===== src/rtl/ifu_fetch_ctrl_pkg.sv =====
// Shared frontend definitions: fetch geometry, sequencer states and the
// ibuffer entry layout used by every fetch-side block.
package ifu_fetch_ctrl_pkg;

  localparam int unsigned FETCH_WIDTH = 4;
  localparam int unsigned FETCH_BYTES = 16;
  localparam int unsigned SLOT_BITS   = 32;
  localparam int unsigned SLOT_IDX_W  = $clog2(FETCH_WIDTH);
  localparam int unsigned SLOT_CNT_W  = $clog2(FETCH_WIDTH + 1);
  localparam int unsigned GROUP_BITS  = FETCH_WIDTH * SLOT_BITS;

  // Fetch sequencer states
  typedef enum logic [1:0] {
    REQ,
    WAIT,
    DRAIN
  } fetch_state_e;

  // One ibuffer entry is 129 bits: {target[31:0], taken, pc[63:0], instr[31:0]}
  localparam int unsigned GRP_INSTR_LSB  = 0;
  localparam int unsigned GRP_INSTR_W    = 32;
  localparam int unsigned GRP_PC_LSB     = GRP_INSTR_LSB + GRP_INSTR_W;
  localparam int unsigned GRP_PC_W       = 64;
  localparam int unsigned GRP_TAKEN_BIT  = GRP_PC_LSB + GRP_PC_W;
  localparam int unsigned GRP_TARGET_LSB = GRP_TAKEN_BIT + 1;
  localparam int unsigned GRP_TARGET_W   = 32;
  localparam int unsigned GRP_ENTRY_W    = GRP_TARGET_LSB + GRP_TARGET_W;

  // Number of set bits in a slot mask
  function automatic logic [SLOT_CNT_W-1:0] slot_popcount(input logic [FETCH_WIDTH-1:0] m);
    logic [SLOT_CNT_W-1:0] n;
    n = '0;
    for (int unsigned i = 0; i < FETCH_WIDTH; i++) begin
      n = n + SLOT_CNT_W'(m[i]);
    end
    return n;
  endfunction

endpackage


===== src/rtl/ifu_fetch_ctrl_group_decode.sv =====
// Combinational group decode: masks slots ahead of the fetch offset and past
// the first predicted-taken slot, and picks the following fetch PC.
module fetch_group_decode
  import ifu_fetch_ctrl_pkg::*;
(
  input  logic [63:4]             pc_line,
  input  logic [SLOT_IDX_W-1:0]   pc_slot,
  input  logic [FETCH_WIDTH-1:0]  taken,
  input  logic [GROUP_BITS-1:0]   target,
  output logic [FETCH_WIDTH-1:0]  mask,
  output logic [FETCH_WIDTH-1:0]  taken_masked,
  output logic [63:0]             next_pc,
  output logic [SLOT_CNT_W-1:0]   count
);

  logic                  hit;
  logic [SLOT_IDX_W-1:0] hit_idx;

  // Walk slots from the fetch offset, stopping after the first taken slot
  always_comb begin
    mask    = '0;
    hit     = 1'b0;
    hit_idx = '0;
    for (int unsigned i = 0; i < FETCH_WIDTH; i++) begin
      if ((i >= 32'(pc_slot)) && !hit) begin
        mask[i] = 1'b1;
        if (taken[i]) begin
          hit     = 1'b1;
          hit_idx = i[SLOT_IDX_W-1:0];
        end
      end
    end
    taken_masked = taken & mask;
    count        = slot_popcount(mask);
    if (hit) begin
      next_pc = {32'b0, target[hit_idx*SLOT_BITS +: SLOT_BITS]};
    end else begin
      next_pc = {pc_line + 60'd1, 4'b0};
    end
  end

endmodule


===== src/rtl/ifu_fetch_ctrl.sv =====
// Fetch sequencer: owns the fetch PC, issues one group request at a time to
// the icache arbiter, masks returned groups and hands them to the ibuffer
// under a free-entry credit budget.
module ifu_fetch_ctrl
  import ifu_fetch_ctrl_pkg::*;
#(
  parameter logic [63:0] RESET_PC = 64'h8000_0000,
  parameter int unsigned IB_DEPTH = 16
) (
  input  logic                    clock,
  input  logic                    reset_n,
  input  logic                    redirect_valid,
  input  logic [63:0]             redirect_target,
  output logic                    fetch_req_valid,
  input  logic                    fetch_req_ready,
  output logic [63:0]             fetch_req_pc,
  input  logic                    fetch_resp_valid,
  input  logic [GROUP_BITS-1:0]   fetch_resp_instr,
  input  logic [FETCH_WIDTH-1:0]  fetch_resp_taken,
  input  logic [GROUP_BITS-1:0]   fetch_resp_target,
  output logic [FETCH_WIDTH-1:0]  ib_instr_valid,
  output logic [GROUP_BITS-1:0]   ib_instr,
  output logic [FETCH_WIDTH-1:0]  ib_predicttaken,
  output logic [GROUP_BITS-1:0]   ib_predicttarget,
  output logic [63:0]             ib_pc,
  input  logic                    ib_pop,
  output logic                    busy
);

  localparam int unsigned    CW          = $clog2(IB_DEPTH + 1);
  localparam logic [CW-1:0]  CREDIT_FULL = CW'(IB_DEPTH);
  localparam logic [CW-1:0]  GROUP_COST  = CW'(FETCH_WIDTH);

  fetch_state_e            state_q, state_d;
  logic [63:0]             pc_q, pc_d;
  logic [CW-1:0]           credits_q, credits_d;
  logic                    req_valid_q, req_valid_d;
  logic [FETCH_WIDTH-1:0]  ib_valid_q, ib_valid_d;
  logic [GROUP_BITS-1:0]   ib_instr_q, ib_instr_d;
  logic [FETCH_WIDTH-1:0]  ib_taken_q, ib_taken_d;
  logic [GROUP_BITS-1:0]   ib_target_q, ib_target_d;
  logic [63:0]             ib_pc_q, ib_pc_d;

  logic [FETCH_WIDTH-1:0]  dec_mask;
  logic [FETCH_WIDTH-1:0]  dec_taken;
  logic [63:0]             dec_next_pc;
  logic [SLOT_CNT_W-1:0]   dec_count;

  logic                    handshake;
  logic                    deliver;
  logic                    outstanding;
  logic [CW:0]             credit_sum;

  fetch_group_decode u_decode (
    .pc_line      (pc_q[63:4]),
    .pc_slot      (pc_q[3:2]),
    .taken        (fetch_resp_taken),
    .target       (fetch_resp_target),
    .mask         (dec_mask),
    .taken_masked (dec_taken),
    .next_pc      (dec_next_pc),
    .count        (dec_count)
  );

  // Next-state, PC, credit and delivery logic
  always_comb begin
    state_d     = state_q;
    pc_d        = pc_q;
    ib_valid_d  = '0;
    ib_instr_d  = ib_instr_q;
    ib_taken_d  = ib_taken_q;
    ib_target_d = ib_target_q;
    ib_pc_d     = ib_pc_q;

    handshake = req_valid_q && fetch_req_ready;
    deliver   = (state_q == WAIT) && fetch_resp_valid && !redirect_valid;

    unique case (state_q)
      REQ: begin
        if (handshake) state_d = WAIT;
      end
      WAIT: begin
        if (fetch_resp_valid) begin
          state_d = REQ;
          pc_d    = dec_next_pc;
        end
      end
      DRAIN: begin
        if (fetch_resp_valid) state_d = REQ;
      end
      default: state_d = REQ;
    endcase

    if (deliver) begin
      ib_valid_d  = dec_mask;
      ib_instr_d  = fetch_resp_instr;
      ib_taken_d  = dec_taken;
      ib_target_d = fetch_resp_target;
      ib_pc_d     = pc_q;
    end

    credit_sum = (CW+1)'(credits_q)
               - (deliver ? (CW+1)'(dec_count) : '0)
               + (CW+1)'(ib_pop);
    if (credit_sum > (CW+1)'(CREDIT_FULL)) begin
      credits_d = CREDIT_FULL;
    end else begin
      credits_d = credit_sum[CW-1:0];
    end

    // A response landing in the redirect cycle retires the outstanding
    // request, so only an unanswered request forces a drain.
    outstanding = (((state_q == WAIT) || (state_q == DRAIN)) && !fetch_resp_valid)
                || ((state_q == REQ) && handshake);
    if (redirect_valid) begin
      pc_d       = redirect_target;
      credits_d  = CREDIT_FULL;
      ib_valid_d = '0;
      state_d    = outstanding ? DRAIN : REQ;
    end

    req_valid_d = (state_d == REQ) && (credits_d >= GROUP_COST);
  end

  // FSM state register
  always_ff @(posedge clock or negedge reset_n) begin
    if (!reset_n) begin
      state_q <= REQ;
    end else begin
      state_q <= state_d;
    end
  end

  // Fetch PC, credit and request-valid registers
  always_ff @(posedge clock or negedge reset_n) begin
    if (!reset_n) begin
      pc_q        <= RESET_PC;
      credits_q   <= CREDIT_FULL;
      req_valid_q <= 1'b0;
    end else begin
      pc_q        <= pc_d;
      credits_q   <= credits_d;
      req_valid_q <= req_valid_d;
    end
  end

  // Registered ibuffer delivery
  always_ff @(posedge clock or negedge reset_n) begin
    if (!reset_n) begin
      ib_valid_q  <= '0;
      ib_instr_q  <= '0;
      ib_taken_q  <= '0;
      ib_target_q <= '0;
      ib_pc_q     <= '0;
    end else begin
      ib_valid_q  <= ib_valid_d;
      ib_instr_q  <= ib_instr_d;
      ib_taken_q  <= ib_taken_d;
      ib_target_q <= ib_target_d;
      ib_pc_q     <= ib_pc_d;
    end
  end

  // Output drive; a redirect suppresses the group presented in its own cycle
  always_comb begin
    fetch_req_valid  = req_valid_q;
    fetch_req_pc     = req_valid_q ? pc_q : '0;
    ib_instr_valid   = ib_valid_q & {FETCH_WIDTH{~redirect_valid}};
    ib_instr         = ib_instr_q;
    ib_predicttaken  = ib_taken_q;
    ib_predicttarget = ib_target_q;
    ib_pc            = ib_pc_q;
    busy             = (state_q != REQ) || req_valid_q;
  end

endmodule


===== config.mk =====
export PLATFORM = sky130hd
export DESIGN_NAME = ifu_fetch_ctrl
export DESIGN_NICKNAME = d
export VERILOG_FILES = /design/src/rtl/ifu_fetch_ctrl_pkg.sv /design/src/rtl/ifu_fetch_ctrl_group_decode.sv /design/src/rtl/ifu_fetch_ctrl.sv
export SDC_FILE = /design/constraint.sdc
export NUM_CORES = 1
export LEC_CHECK = 0
export ABC_AREA = 0
export CORE_AREA = 2 2 286 288
export DETAILED_ROUTE_END_ITERATION = 16
export DIE_AREA = 0 0 288 290
export MAX_ROUTING_LAYER = met4
export PLACE_DENSITY = 0.52
export RECOVER_POWER = 25
export SETUP_SLACK_MARGIN = 0.5
export SYNTH_ARGS = -nofsm -noshare
export SYNTH_HDL_FRONTEND = slang
export SYNTH_SLANG_ARGS = --single-unit

===== constraint.sdc =====
create_clock -name clock -period 8.7 [get_ports clock]
set_input_delay 1.74 -clock clock [delete_from_list [all_inputs] [get_ports clock]]
set_output_delay 1.74 -clock clock [all_outputs]
set_load 0.05 [all_outputs]

== Word-level counts from Yosys, hierarchy flattened ==
Cells that the tools add are included.

* Add/subtract/negate cells: 6
* $lt $le $gt $ge: 5
* Equality and inequality tests: 2
* Shifts and indexed selects: 1
* Multiplexer cells: 33
* Bitwise operators: 3
* Reductions and logical operators: 22

{| class="wikitable"
|+ Operators by type and width
! cell !! count
|-
| 64-bit two-way mux || 5
|-
| 128-bit by 8-bit variable part select with 32-bit output || 1
|-
| 60-bit by 1-bit adder with 60-bit output, second input constant || 1
|-
| 2-bit two-way mux || 9
|-
| 1-bit two-way mux || 13
|-
| 5-bit two-way mux || 2
|-
| 4-bit bitwise AND || 2
|-
| 1-bit logical AND || 8
|-
| 4-bit two-way mux || 2
|-
| 3-bit by 1-bit adder with 3-bit output || 2
|-
| 6-bit by 1-bit adder with 6-bit output || 1
|-
| 6-bit by 5-bit greater-than comparator with 1-bit output, second input constant || 1
|-
| 2-bit nonzero test || 3
|-
| 5-bit by 3-bit subtractor with 6-bit output || 1
|-
| 5-bit by 3-bit >= comparator with 1-bit output, second input constant || 1
|-
| 1-bit by 2-bit >= comparator with 1-bit output, first input constant || 2
|-
| 1-bit logical NOT || 4
|-
| 2-bit logical NOT || 2
|-
| 2-bit one-hot mux with 2 select lines || 1
|-
| 1-bit logical OR || 3
|-
| 3-bit two-way mux || 1
|-
| 1-bit by 1-bit adder with 2-bit output || 1
|-
| 2-bit by 1-bit == test with 1-bit output, second input constant || 1
|-
| 2-bit == test, second input constant || 1
|-
| 4 further kinds || 4
|}

* Register bits after elaboration: 400
* Bits of input ports: 330
* Output and inout bits: 394

== Logic depth before layout (Yosys ltp) ==
* Depth in word-level cells: 18
* Gate-level depth with buffers: 18
* Gate-level depth less buffers: 16

== Cells and area by module ==
From an unflattened synthesis, not the netlist that was laid out.

* Cell total of the unflattened synthesis: 2206
* Area total of the unflattened synthesis: 19034.5 µm²

{| class="wikitable"
|+ Modules (own cells, without submodules)
! module !! instances !! cells an instance !! area an instance (µm²)
|-
| ifu_fetch_ctrl || 1 || 1801 || 16290.6
|-
| fetch_group_decode || 1 || 405 || 2743.9
|}

== Worst setup path before layout ==
Ideal clock, no wire load.

* Path kind: input-to-reg
* Start: input port fetch_resp_taken[1]
* End: register req_valid_q (netlist: fetch_req_valid)
* Arrival: 5.190 ns
* Data required time: 8.581 ns
* Setup slack: 3.391 ns
* Stages on the path: 17
* Buffers on the path: 2
* Path through: clkbuf_1 -> inv_1 -> a21oi_1 -> buf_1 -> a21oi_1 -> fa_1 -> ha_1 -> nand2_1 -> ha_1 -> inv_1 -> fa_1 -> nor2b_1 -> o21a_1 -> and4b_1 -> a21oi_1 -> o32a_1 -> o21a_1

* Word-level cells in the longest chain between the ends: 15
* Elaborated cells between the ends (all ways): 18
* Those cells by class: add/sub: 4; order compare: 2; mux: 9; reduce/logical: 3

{| class="wikitable"
|+ RTL lines
! what !! line !! source
|-
| from (decl) || ifu_fetch_ctrl.sv:19 || <nowiki>input logic [FETCH_WIDTH-1:0] fetch_resp_taken,</nowiki>
|-
| 1-bit two-way mux * || ifu_fetch_ctrl_group_decode.sv:27 || <nowiki>if (taken[i]) begin</nowiki>
|-
| 1-bit two-way mux * || ifu_fetch_ctrl_group_decode.sv:25 || <nowiki>if ((i >= 32'(pc_slot)) && !hit) begin</nowiki>
|-
| 1-bit logical NOT || ifu_fetch_ctrl_group_decode.sv:25 ||
|-
| 1-bit logical AND || ifu_fetch_ctrl_group_decode.sv:25 ||
|-
| 1-bit two-way mux || ifu_fetch_ctrl_group_decode.sv:25 ||
|-
| 3-bit by 1-bit adder with 3-bit output / 1-bit two-way mux (equally long branches) || ifu_fetch_ctrl_pkg.sv:34, ifu_fetch_ctrl_group_decode.sv:25 ||
|-
| 3-bit by 1-bit adder with 3-bit output * || ifu_fetch_ctrl_pkg.sv:34 || <nowiki>n = n + SLOT_CNT_W'(m[i]);</nowiki>
|-
| 3-bit two-way mux * || ifu_fetch_ctrl.sv:103 || <nowiki>- (deliver ? (CW+1)'(dec_count) : '0)</nowiki>
|-
| 5-bit by 3-bit subtractor with 6-bit output * || ifu_fetch_ctrl.sv:103 ||
|-
| 6-bit by 1-bit adder with 6-bit output * || ifu_fetch_ctrl.sv:104 || <nowiki>+ (CW+1)'(ib_pop);</nowiki>
|-
| 6-bit by 5-bit greater-than comparator with 1-bit output || ifu_fetch_ctrl.sv:105 || <nowiki>if (credit_sum > (CW+1)'(CREDIT_FULL)) begin</nowiki>
|-
| 5-bit two-way mux * || ifu_fetch_ctrl.sv:105 ||
|-
| 5-bit two-way mux * || ifu_fetch_ctrl.sv:115 || <nowiki>if (redirect_valid) begin</nowiki>
|-
| net credits_d[4] || ifu_fetch_ctrl.sv:36 || <nowiki>logic [CW-1:0] credits_q, credits_d;</nowiki>
|-
| 5-bit by 3-bit >= comparator with 1-bit output * || ifu_fetch_ctrl.sv:122 || <nowiki>req_valid_d = (state_d == REQ) && (credits_d >= GROUP_COST);</nowiki>
|-
| 1-bit logical AND * || ifu_fetch_ctrl.sv:122 ||
|-
| net req_valid_d || ifu_fetch_ctrl.sv:37 || <nowiki>logic req_valid_q, req_valid_d;</nowiki>
|-
| to (signal assigned) || ifu_fetch_ctrl.sv:143 || <nowiki>req_valid_q <= req_valid_d;</nowiki>
|-
| to (decl) || ifu_fetch_ctrl.sv:37 ||
|}

The timed path passes the listed nets; every way through them passes the cells marked *.
A chain may end at the register's enable or synchronous reset.

==> results.ini <==
[status]
status = finished, violations left
violations = capacitance limit, slew limit

[drt]
drc = 0
totalWireLength_um = 85200
dr.pass1.iters = 5
vias = 17900
drtIter0Drc = 1000
via_per_inst = 4.50
wire_per_inst_um = 21.4
drtAntennaViolNets = 0

[clock_network]
cts_setup_buffers = 0
cts_buffers = 49
cts-hold-fix-buffers = 0
postCtsResizedCells = 0
cts_tree = done
cts.clk_slew.worst_paths_ns = 0.06
cts.path.max_buffers = 3
insertion_delay_ns = 0.59
htree_levels = 2
clockRootBuffer = clkbuf_16
clock_sink_count = 400

[logic_synthesis]
yosysWarnings = 0
synth_area_leaders = dfrtp_1, nand2_1, and2_1
yosysTopAreaCellShare = 0.529
synthArstFlopShare = 1.00
synth.distinct_cells = 79
synth_most_common_cell = nand2_1
synthesis.nets = 2558
syn_area_per_cell_um2 = 8.50
synth_commonest_cells = nand2_1, dfrtp_1, clkbuf_1
syn_area_mm2 = 0.0188
ys_ff_latch = 400
synth_edf_count = 0
synth_ff_type = dfrtp_1
netlist_instances = 2212
synth_top_area_cell = dfrtp_1
ys_seq_area_frac = 0.532

[pwr]
power_per_cell_area_mw_per_mm2 = 367
power_leakage_nw = 13.2
p_clk_frac = 0.196
max-vdd-ir-drop_mv = 0.212
switchingPower_mw = 5.09
finalPower_mw = 10.6
comb_power_share = 0.522
p_seq_frac = 0.282
power_switching_share = 0.482
intPower_mw = 5.47

[place]
routabilityCongestion = 0.835
pre_cts_ws_ns = 2.88
portBuffers = 723
placed_area_mm2 = 0.0271
dp_hpwl_um = 62100

[timing]
min_period_over_period = 0.679
finalHoldViolations = 0
tns_ns = 0
hold_ws_ns = 0.469
worstMarginPinSlew_ns = 4.56
fin_ws_ns = 2.80
maxSlewViolCount = 132
relSlewSlack = -2.04
rsz0062_at_grt = false
finalClockSkew_ns = 0.0113
setup_viol = 0
fmax_mhz = 169
finalCriticalPeriod_ns = 5.90

[worst_setup_path]
critical_path_class = in2async
cp_max_fo = 76
cp-end-kind = async pin
cp.required_ns = 9.16
crit_slowest_cell = clkbuf_1
max_stage_delay_ns = 3.14
arrival_ns = 6.37
critPathLaunchType = primary input
critPathBufInv = 2
crit_path_cell_trace = clkbuf_1, clkbuf_2
crit_family = buffers and inverters

[cells_and_area]
num-nets-final = 3224
drive_gt1_frac = 0.0473
nFillCells = 8408
area_delta_synth_final_pct = 52.8
fin_area_mm2 = 0.0287

[grt]
antenna_found_initial = 11
grt_pass1_wl_um = 123000
grt_pass1_vias = 17900
grt_usage = 0.203
grt_max_degree = 181
globalRouteOverflowTotal = 0

[floorplan]
fp-row-count = 104
die_area_mm2 = 0.0835
core_area_mm2 = 0.0802
die_w_um = 288
start_util = 0.235
die_y_um = 290
pin_count = 724

[min_path]
hp-class = reg2reg

[run]
cap_violations = 2

-- final timing paths --
kind,end,start,depth (start not counted),slack [ns]
worst min register to register,ib_predicttarget[121],ib_predicttarget[121],2,0.47
worst max register to register,fetch_req_valid,pc_q[3],16,4.42
max in group clock,pc_q[27],redirect_valid,6,3.26
worst min-delay path,ib_predicttarget[121],ib_predicttarget[121],2,0.47
min in group asynchronous,ib_instr[117],reset_n,1,2.78
worst max-delay path,ib_instr[76],reset_n,2,2.80
-- logic make-up (layout without fill, tap and decap cells) --
kind of cell | Yosys count | in the layout | share of synthesized area
AND/OR/NAND/NOR | 1349 | 1349 | 0.304
flip-flops | 400 | 400 | 0.532
AO/OA/AOI/OAI | 222 | 222 | 0.0823
buffers and inverters | 156 | 859 | 0.0324
multiplexers | 48 | 48 | 0.0283
XOR/XNOR | 21 | 21 | 0.00978
adder cells (fa/ha/maj) | 16 | 16 | 0.0114
other | 0 | 11 | 0
-- layout make-up --
class | count | area, um^2 | area share
multi-input cells | 1656 | 8230 | 0.286
flip-flops and latches | 400 | 10000 | 0.348
inverters | 20 | 75.1 | 0.00261
repair buffers | 751 | 7470 | 0.260
well taps | 1060 | 1330 | 0.0461
diodes | 11 | 27.5 | 0.000958
clock inverters | 14 | 108 | 0.00374
clock buffers | 74 | 1490 | 0.0519
-- sequential cells by signal, indices dropped and copies added (netlist names) --
name              flops
ib_instr            128
ib_predicttarget    128
ib_pc                64
pc_q                 64
credits_q             5
ib_predicttaken       4
ib_valid_q            4
state_q               2
fetch_req_valid       1
-- power groups by stage --
stage               sequential (mW)  clock, mW  combinational [mW]
global placement               3.00          0                5.57
finish                         2.98       2.07                5.52
detailed placement             3.00          0                5.58
CTS                            2.99       2.13                5.59
floorplan                      5.10          0                1.26
global route                   3.07       2.21                5.79
-- cells in the final DEF, fill, tap and decap left out, types with 24 or more instances in the layout --
cell type	instances
mux2i_1	35
o21ai_0	27
buf_4	24
clkbuf_16	51
nand3_1	51
a21oi_1	42
and2_1	73
dfrtp_1	397
clkdlybuf4s50_1	721
nor2_1	38
nand2_1	1060
-- layer usage --
layer  track usage  wire [um]  up-vias
met1         0.254      36300     8599
met3        0.0544       6760       86
li1              -          -     8595
met5             -          0        -
met4        0.0404       1590        0
met2         0.330      40600      650
-- through the flow --
| step | util | cells |
|---|---|---|
| after global routing | 0.359 | 3985 |
| final | 0.359 | 3986 |
| after floorplan | - | 2212 |
| after CTS | 0.359 | 3975 |
| after global placement | 0.339 | 3887 |
| after detailed placement | 0.339 | 3887 |
No activity file was read; power rests on OpenSTA's default activity.
